[config.mk]
export PLATFORM = sky130hd
export DESIGN_NAME = debounce_multi
export DESIGN_NICKNAME = d
export VERILOG_FILES = /design/src/rtl/debounce_multi.sv
export SDC_FILE = /design/constraint.sdc
export NUM_CORES = 1
export LEC_CHECK = 0
export BUFFER_PORTS_ARGS = -buffer_cell sky130_fd_sc_hd__buf_2
export CAP_MARGIN = 10
export CELL_PAD_IN_SITES_DETAIL_PLACEMENT = 0
export CELL_PAD_IN_SITES_GLOBAL_PLACEMENT = 1
export CORE_ASPECT_RATIO = 1.2
export CORE_UTILIZATION = 25
export CTS_BUF_LIST = sky130_fd_sc_hd__clkbuf_4 sky130_fd_sc_hd__clkbuf_8
export DETAILED_ROUTE_END_ITERATION = 6
export HOLD_SLACK_MARGIN = 0.06
export PLACE_DENSITY_LB_ADDON = 0.1
export REMOVE_ABC_BUFFERS = 1
export SYNTH_ARGS = -nofsm -noshare
export SYNTH_HDL_FRONTEND = slang
export SYNTH_SLANG_ARGS = --single-unit
[constraint.sdc]
create_clock -name clk -period 1.9 [get_ports clk]
set_input_delay 0.285 -clock clk [delete_from_list [all_inputs] [get_ports clk]]
set_output_delay 0.285 -clock clk [all_outputs]
set_load 0.02 [all_outputs]
[src/rtl/debounce_multi.sv]
// ----------------------------------------------------------------------------
// debounce_multi
//   Multi-channel debouncer for a bank of raw switches/buttons. Each channel
//   has its own 2-FF synchroniser, stability timer, registered debounced level
//   and one-cycle rise/fall pulses. There is no shared state between channels.
//
// Parameters
//   N_CH          number of independent channels (>= 1)
//   CNT_W         stability timer width per channel
//   STABLE_CYCLES consecutive stable cycles needed to accept a change
//                 (1 .. 2^CNT_W-1)
//   INIT_LEVEL    reset value of the sync stages and btn_level (post-inversion)
//   INVERT        1: btn_in is inverted before the synchroniser (active-low)
//
// Ports
//   clk        in   1     system clock
//   rst_n      in   1     asynchronous active-low reset
//   btn_in     in   N_CH  raw asynchronous inputs
//   btn_level  out  N_CH  debounced level (registered)
//   btn_rise   out  N_CH  one-cycle pulse on accepted 0->1 (registered)
//   btn_fall   out  N_CH  one-cycle pulse on accepted 1->0 (registered)
//   any_event  out  1     OR of all rise/fall bits
// ----------------------------------------------------------------------------
module debounce_multi #(
   parameter int N_CH          = 4,
   parameter int CNT_W         = 20,
   parameter int STABLE_CYCLES = 500000,
   parameter bit INIT_LEVEL    = 1'b0,
   parameter bit INVERT        = 1'b0
) (
   input  logic            clk,
   input  logic            rst_n,
   input  logic [N_CH-1:0] btn_in,
   output logic [N_CH-1:0] btn_level,
   output logic [N_CH-1:0] btn_rise,
   output logic [N_CH-1:0] btn_fall,
   output logic            any_event
);

   localparam longint unsigned CNT_MAX =
      (CNT_W >= 64) ? 64'hFFFF_FFFF_FFFF_FFFF : ((64'd1 << CNT_W) - 64'd1);

   // The timer counts down from STABLE_CYCLES-1; reaching zero while the
   // synchronised input still differs from the level accepts the change.
   // This is cycle-equivalent to counting up to STABLE_CYCLES-1.
   localparam logic [CNT_W-1:0] CNT_LOAD = CNT_W'(STABLE_CYCLES - 1);

   if (N_CH < 1) begin : g_bad_nch
      $error("debounce_multi: N_CH must be >= 1");
   end

   if ((STABLE_CYCLES < 1) || (64'(STABLE_CYCLES) > CNT_MAX)) begin : g_bad_stable
      $error("debounce_multi: STABLE_CYCLES must be in 1 .. 2^CNT_W-1");
   end

   for (genvar ch = 0; ch < N_CH; ch++) begin : g_ch
      logic             w_in;
      logic             r_s1;
      logic             r_s2;
      logic             r_level;
      logic             r_rise;
      logic             r_fall;
      logic [CNT_W-1:0] r_cnt;

      assign w_in = btn_in[ch] ^ INVERT;

      always_ff @(posedge clk or negedge rst_n) begin
         if (!rst_n) begin
            r_s1    <= INIT_LEVEL;
            r_s2    <= INIT_LEVEL;
            r_level <= INIT_LEVEL;
            r_rise  <= 1'b0;
            r_fall  <= 1'b0;
            r_cnt   <= CNT_LOAD;
         end else begin
            r_s1 <= w_in;
            r_s2 <= r_s1;
            if (r_s2 == r_level) begin
               // any cycle agreeing with the level restarts the stability window
               r_cnt  <= CNT_LOAD;
               r_rise <= 1'b0;
               r_fall <= 1'b0;
            end else if (r_cnt == '0) begin
               r_cnt   <= CNT_LOAD;
               r_level <= r_s2;
               r_rise  <= r_s2;
               r_fall  <= ~r_s2;
            end else begin
               r_cnt  <= r_cnt - 1'b1;
               r_rise <= 1'b0;
               r_fall <= 1'b0;
            end
         end
      end

      assign btn_level[ch] = r_level;
      assign btn_rise[ch]  = r_rise;
      assign btn_fall[ch]  = r_fall;
   end

   assign any_event = |(btn_rise | btn_fall);

endmodule

==> flow_summary_export.csv, run 1 <==
group,metric,value,unit
worst_setup_path,worstSetupPathType,"reg2reg",
worst_setup_path,cp-start-kind,"flip-flop",
final_layout,mostFrequentLayoutCell,"buf_4",
final_layout,fin_nets,563,
sta,worst_pin_slew,0.512,ns
global_routing,grt_pass1_wl,18800,microns
clock_tree,cts-root-buf,"clkbuf_8",
clock_tree,clkTransAtPathRegs,0.11,ns
yosys,yosys_most_used_dff,"dfrtp_1",
worst_setup_path,critPathArrivalTime,2.35,ns
placed_design,hpwl,7810,microns
sta,hold_viol,0,
sta,setup-tns-final,-0.737,ns
pwr,p_per_area,624,nW/um^2
yosys,ys_seq_area_share,53.2,%
yosys,yosysTopAreaCell,"dfrtp_1",
clock_tree,cts_tree,"built",
pwr,power.leakage,0.00246,uW
yosys,yosysUniqueCellTypes,45,
yosys,yosysWarnings,0,
yosys,synth.area.top_cells,"dfrtp_1 (29%), dfstp_2 (24%), xor2_1 (5.1%)",
global_routing,grt_overflow_total,0,
route,dr.pass1.iters,4,
route,drc_errors,0,
sta,finClkSkew,0.0119,ns
placed_design,globalplace.congestion,0.736,
floorplan,core_area,18900,sq um
final_layout,drive_above_1_share,37.7,%
global_routing,grt.busiest_layer,"met2",
clock_tree,cts_sinks,100,
floorplan,die_h,154,microns
final_layout,diodes,0,
global_routing,grt_pass1_vias,3720,
clock_tree,cts_made_buffers,9,
global_routing,use_met2,20.1,%
worst_setup_path,path_max_fanout,3,
worst_setup_path,end_kind,"flip-flop",
yosys,async_reset_ff_share,100,%
yosys,syn_avg_cell_area,10.5,sq um
route,final_antenna_net_count,0,
final_layout,areaGrowthSynthToFinish,29.2,%
route,routedWlPerCell,13.5,microns
floorplan,fp.dieW,129,microns
route,totalWireLength,10900,microns
floorplan,start_util,25.5,%
pwr,ir_drop,0.282,mV
placed_design,port_buffers,18,
floorplan,ios,19,
yosys,syn_area,4800,sq um
status,violations,"negative setup slack",
floorplan,row_count,55,
global_routing,antenna_found_initial,0,
global_routing,grt_max_degree,38,
sta,fin_crit,2.02,ns
route,vias,3687,
clock_tree,clk_latency,0.38,ns
sta,setup_slack,-0.121,ns
job,maxCapViolations,0,
global_routing,use_met1,15.7,%
route,drt_iter0_markers,90,
yosys,synthCells,457,
yosys,synth-edff-count,0,
route,vias_per_cell,4.55,
sta,setup_viol,21,
worst_setup_path,critPathRequiredTime,2.23,ns
sta,final-max-slew-violation-count,0,
clock_tree,h-tree-depth,3,
pwr,total_power,3870,uW
yosys,synth_top_area_share,29.2,%
sta,rsz0062_at_grt,"true",
min_path,hold_path.class,"reg2reg",
sta,finalCritPeriodShare,106,%
status,status,"complete, but fails checks",
yosys,ys_ff_latch,100,
global_routing,grtUsageMet3,1.81,%
floorplan,die_area,19800,sq um
clock_tree,clock_path_buffers,2,
final_layout,fin_util,32.9,%
final_layout,mostFrequentLayoutCells,"buf_4 (71), dfrtp_1 (56), dfstp_2 (44)",
sta,max_freq,495,MHz
sta,relSlewSlack,65.7,%
global_routing,grt_usage,12.3,%
-- synth_stat cells (2+ instances only) --
| master | n |
|---|---|
| nand4_1 | 11 |
| nand4b_1 | 3 |
| nor3b_1 | 13 |
| nor3_1 | 8 |
| nor2b_1 | 2 |
| o21ai_0 | 9 |
| nand3_1 | 30 |
| nor4_1 | 16 |
| nand2b_1 | 4 |
| a21oi_1 | 10 |
| xor2_1 | 28 |
| dfstp_2 | 44 |
| o31ai_1 | 13 |
| inv_1 | 8 |
| xnor2_1 | 19 |
| a41oi_1 | 2 |
| a41o_1 | 2 |
| nand2_1 | 44 |
| dfrtp_1 | 56 |
| clkbuf_1 | 8 |
| mux2_2 | 4 |
| nor2_1 | 47 |
| o41ai_1 | 3 |
| and2_1 | 2 |
| nand3b_1 | 2 |
| or4b_2 | 2 |
| buf_4 | 13 |
| nor4_2 | 3 |
| or4_4 | 3 |
| or4_1 | 14 |
| nor4b_1 | 2 |
| ha_1 | 8 |
| or3_1 | 12 |
-- cell type report --
cell class | instances | area, sq um
clock buffers | 9 | 124
clock inverters | 7 | 81.3
fillers | 1977 | 12600
inverters | 8 | 30.0
multi-input cells | 327 | 2280
flip-flops and latches | 100 | 2560
well taps | 256 | 320
repair buffers | 103 | 811
-- power by group --
part / internal (uW) / total, uW / switching, uW / leakage (uW)
registers: 2180 / 2210 / 31.0 / 0.00123
logic: 89.4 / 216 / 127 / 0.00113
clock network: 628 / 1450 / 822 / 0.000101
total: 2890 / 3870 / 980 / 0.00246
-- cell families (layout without fill, tap and decap cells) --
group / Yosys count / after routing / synth area share (%)
mux: 5 / 5 / 1.17
flops: 100 / 100 / 53.2
buf+inv: 30 / 127 / 3.36
simple gates: 223 / 223 / 25.3
xor+xnor: 47 / 47 / 8.57
compound gates: 44 / 44 / 6.28
fa+ha+maj: 8 / 8 / 2.08
-- flip-flops by register name (all words and copies together) (netlist names) --
signal and flops:
g_ch.r_cnt 80, g_ch.r_fall 4, g_ch.r_s2 4, g_ch.r_rise 4, g_ch.r_s1 4, g_ch.r_level 4
-- metal layers --
metal  wire (microns)  part of all wire, %
met1             5210                   48
met2             5240                   48
met3              201                  1.8
met4              272                  2.5
met5                0                    0
-- metrics by stage --
step	instances	worst slack (ns)	instance area [sq um]	hold WS, ns
floorplan	435	-0.175	4670	-0.0106
global route	810	-0.168	6210	0.379
global placement	783	-0.221	5680	0.260
finish	810	-0.121	6210	0.363
detailed placement	783	-0.228	5680	0.263
CTS	811	-0.129	6130	0.360
-- worst max-delay path: stages, from the launching register on --
cell and delay, ns:
dfstp_2 0.39, or4_4 0.54, or4_4 0.49, or4_1 0.47, nand3_1 0.08
-- worst paths after layout --
kind                                            start                           to  slack, ns  cells after the start
setup / recovery           g_ch[2].r_cnt[8]$_DFF_PN1_  g_ch[2].r_cnt[16]$_DFF_PN1_      -0.12                      4
max in group asynchronous                       rst_n  g_ch[3].r_cnt[17]$_DFF_PN1_       0.89                      3
hold reg to reg                g_ch[0].r_s1$_DFF_PN0_       g_ch[0].r_s2$_DFF_PN0_       0.36                      0
min in group asynchronous                       rst_n  g_ch[0].r_cnt[19]$_DFF_PN0_       0.37                      2
hold / removal                 g_ch[0].r_s1$_DFF_PN0_       g_ch[0].r_s2$_DFF_PN0_       0.36                      0
setup reg to reg           g_ch[2].r_cnt[8]$_DFF_PN1_  g_ch[2].r_cnt[16]$_DFF_PN1_      -0.12                      4
-- what timing repair did --
action                                 4_1_cts  5_1_grt
buffers inserted                             6        1
pin swaps                                   11       10
setup endpoints to repair                   30       42
hold buffers                                 5        0
gates cloned                                 1        0
gates resized for setup                     31       26
endpoints found under the hold margin       19        0
No activity file was read; power rests on OpenSTA's default activity.
==> inputs of run 2 (changes only) <==
BUFFER_PORTS_ARGS = unset   (was -buffer_cell sky130_fd_sc_hd__buf_2)
DONT_BUFFER_PORTS = 1   (was unset)
TNS_END_PERCENT = 100   (was unset)
==> run 2 against run 1 <==
Compared with the run above:
- the run ends with negative hold slack, negative setup slack left
- sequential power about the same
- maximum frequency down 1.3%
- combinational power down 29%
- count of clock-buffer cells in the layout up 1
- clock power about the same
- global-route usage down 0.27 points
- critical path depth unchanged
- register-to-register slack worse by 0.03 ns
- clock skew up 0.0012 ns
- power down 0.74%
- critical path type unchanged
- largest power group unchanged
==> flow_summary_export.csv, run 2 (synthesized netlist as in run 1, its figures left out) <==
group,metric,value,unit
sta,fin_crit,2.05,ns
route,vias_per_cell,4.52,
route,final_antenna_net_count,0,
pwr,total_power,3850,uW
job,maxCapViolations,0,
worst_setup_path,crit_family,"simple AND/OR/NAND/NOR gates",
clock_tree,cts_tree,"built",
floorplan,start_util,25.5,%
placed_design,port_buffers,0,
route,dr.pass1.iters,4,
global_routing,grt_pass1_wl,18300,microns
floorplan,row_count,55,
floorplan,die_h,154,microns
clock_tree,cts_sinks,100,
clock_tree,cts_hold_buffers,4,
floorplan,fp.dieW,129,microns
pwr,ir_drop,0.298,mV
worst_setup_path,crit_buf_inv,0,
global_routing,antenna_found_initial,0,
final_layout,areaGrowthSynthToFinish,26.5,%
final_layout,seq_area,2560,sq um
worst_setup_path,crit_slowest_cell,"or4_4",
final_layout,mostFrequentLayoutCells,"buf_4 (68), dfrtp_1 (56), dfstp_2 (44)",
final_layout,regMostFlops,"g_ch.r_cnt",
sta,rsz0062_at_grt,"true",
worst_setup_path,critPathRequiredTime,2.24,ns
global_routing,grt_pass1_vias,3581,
clock_tree,clkTransAtPathRegs,0.10,ns
route,drt_iter0_markers,245,
clock_tree,h-tree-depth,3,
sta,hold_viol,100,
route,totalWireLength,11100,microns
route,routedWlPerCell,14.1,microns
worst_setup_path,cp-start-kind,"flip-flop",
worst_setup_path,worstSetupEndpoint,"g_ch[2].r_cnt[16]$_DFF_PN1_",
global_routing,grt_overflow_total,0,
final_layout,final_cells,786,
sta,max_freq,489,MHz
worst_setup_path,end_kind,"flip-flop",
worst_setup_path,r2r_end,"g_ch[2].r_cnt[16]$_DFF_PN1_",
final_layout,diodes,0,
final_layout,mostFrequentLayoutCell,"buf_4",
final_layout,nFillCells,1990,
worst_setup_path,reg2reg_from,"g_ch[2].r_cnt[11]$_DFF_PN0_",
final_layout,largest_reg_flops,80,
sta,setup_viol,11,
placed_design,globalplace.congestion,0.723,
worst_setup_path,path_depth,4,
sta,worst_pin_slew,0.574,ns
floorplan,ios,19,
worst_setup_path,crit_top_cell,"or4_4",
route,drc_errors,0,
clock_tree,cts-root-buf,"clkbuf_8",
worst_setup_path,critPathArrivalTime,2.38,ns
worst_setup_path,worstSetupPathType,"reg2reg",
worst_setup_path,path_max_fanout,3,
sta,relSlewSlack,61.6,%
clock_tree,clk_latency,0.39,ns
min_path,hold_path.class,"in2async",
placed_design,dp_slack,-0.180,ns
floorplan,core_area,18900,sq um
floorplan,die_area,19800,sq um
global_routing,grt_usage,12.0,%
clock_tree,clock_path_buffers,2,
worst_setup_path,crit_path_max_incr_delay,0.53,ns
final_layout,fin_nets,539,
pwr,power.leakage,0.00237,uW
worst_setup_path,reg2reg_setup_slack,-0.15,ns
global_routing,grt_max_degree,101,
route,vias,3554,
worst_setup_path,cp_cell_sequence,"or4_4 -> or4_4 -> or4_1 -> nand3_1",
sta,finClkSkew,0.0132,ns
sta,hold_ws,-0.427,ns
status,violations,"negative hold slack, negative setup slack",
sta,setup_slack,-0.146,ns
sta,finalCritPeriodShare,108,%
worst_setup_path,worstSetupStartpoint,"g_ch[2].r_cnt[11]$_DFF_PN0_",
sta,final-max-slew-violation-count,0,
status,status,"complete, but fails checks",
placed_design,hpwl,7400,microns
placed_design,dp.cells,761,
final_layout,drive_above_1_share,35.5,%
final_layout,multiInputGateArea,2310,sq um
pwr,p_per_area,633,nW/um^2
clock_tree,cts_made_buffers,9,
worst_setup_path,reg2reg_depth,4,
[run 2: layer usage]
layer	GRT usage, %	vias up	routed length, microns	share of wire [%]
met3	3.06	13	338	3.1
met4	5.04	0	198	1.8
met5	0	-	0	0
li1	-	1764	-	-
met2	19.1	26	5310	48
met1	15.3	1751	5220	47
[run 2: metrics by stage]
step / hold slack, ns / instance area, sq um / util, % / TNS, ns
finish: -0.427 / 6080 / 32.2 / -0.753
global route: -0.467 / 6080 / 32.2 / -1.84
CTS: -0.458 / 5840 / 31.0 / -2.69
detailed placement: -0.00668 / 5530 / 29.3 / -2.34
global placement: -0.00713 / 5530 / 29.3 / -2.64
floorplan: -0.0106 / 4670 / - / -0.450
[run 2: what timing repair did]
item / in CTS / in global routing
buffers inserted: 3 / 1
endpoints found under the hold margin: 104 / 100
endpoints found under the setup margin: 30 / 44
gates resized for setup: 10 / 46
cloned: 0 / 1
pin swaps: 4 / 12
[run 2: how the worst min path moves through the flow]
| stage | from | endpoint | slack, ns | cells past startpoint |
|---|---|---|---|---|
| 2_1_floorplan | rst_n | g_ch[0].r_cnt[10]$_DFF_PN0_ | -0.01 | 0 |
| 3_3_place_gp | rst_n | g_ch[0].r_fall$_DFF_PN0_ | -0.007 | 0 |
| 3_5_place_dp | rst_n | g_ch[0].r_rise$_DFF_PN0_ | -0.007 | 0 |
| 4_1_cts | rst_n | g_ch[0].r_rise$_DFF_PN0_ | -0.46 | 0 |
| 5_1_grt | rst_n | g_ch[2].r_fall$_DFF_PN0_ | -0.47 | 0 |
| 6_report | rst_n | g_ch[0].r_cnt[19]$_DFF_PN0_ | -0.43 | 0 |
[run 2: area by class of cell]
cell class	instances	area share (%)
Inverter	8	0.494
Clock buffer	10	2.26
Multi-Input combinational cell	327	38.0
Clock inverter	6	1.17
Tap cell	256	5.27
Sequential cell	100	42.1
Timing Repair Buffer	79	10.7
[run 2: power by group]
| group | switching, uW | internal, uW |
|---|---|---|
| Clock | 824 | 659 |
| Combinational | 78.4 | 74.5 |
| Sequential | 32.8 | 2180 |
| Total | 935 | 2910 |
[run 2: worst reg2reg max path, delay by kind of cell, from the launching register on]
kind / cells / cell delay, ns
flops: 1 / 0.39
simple gates: 4 / 1.60
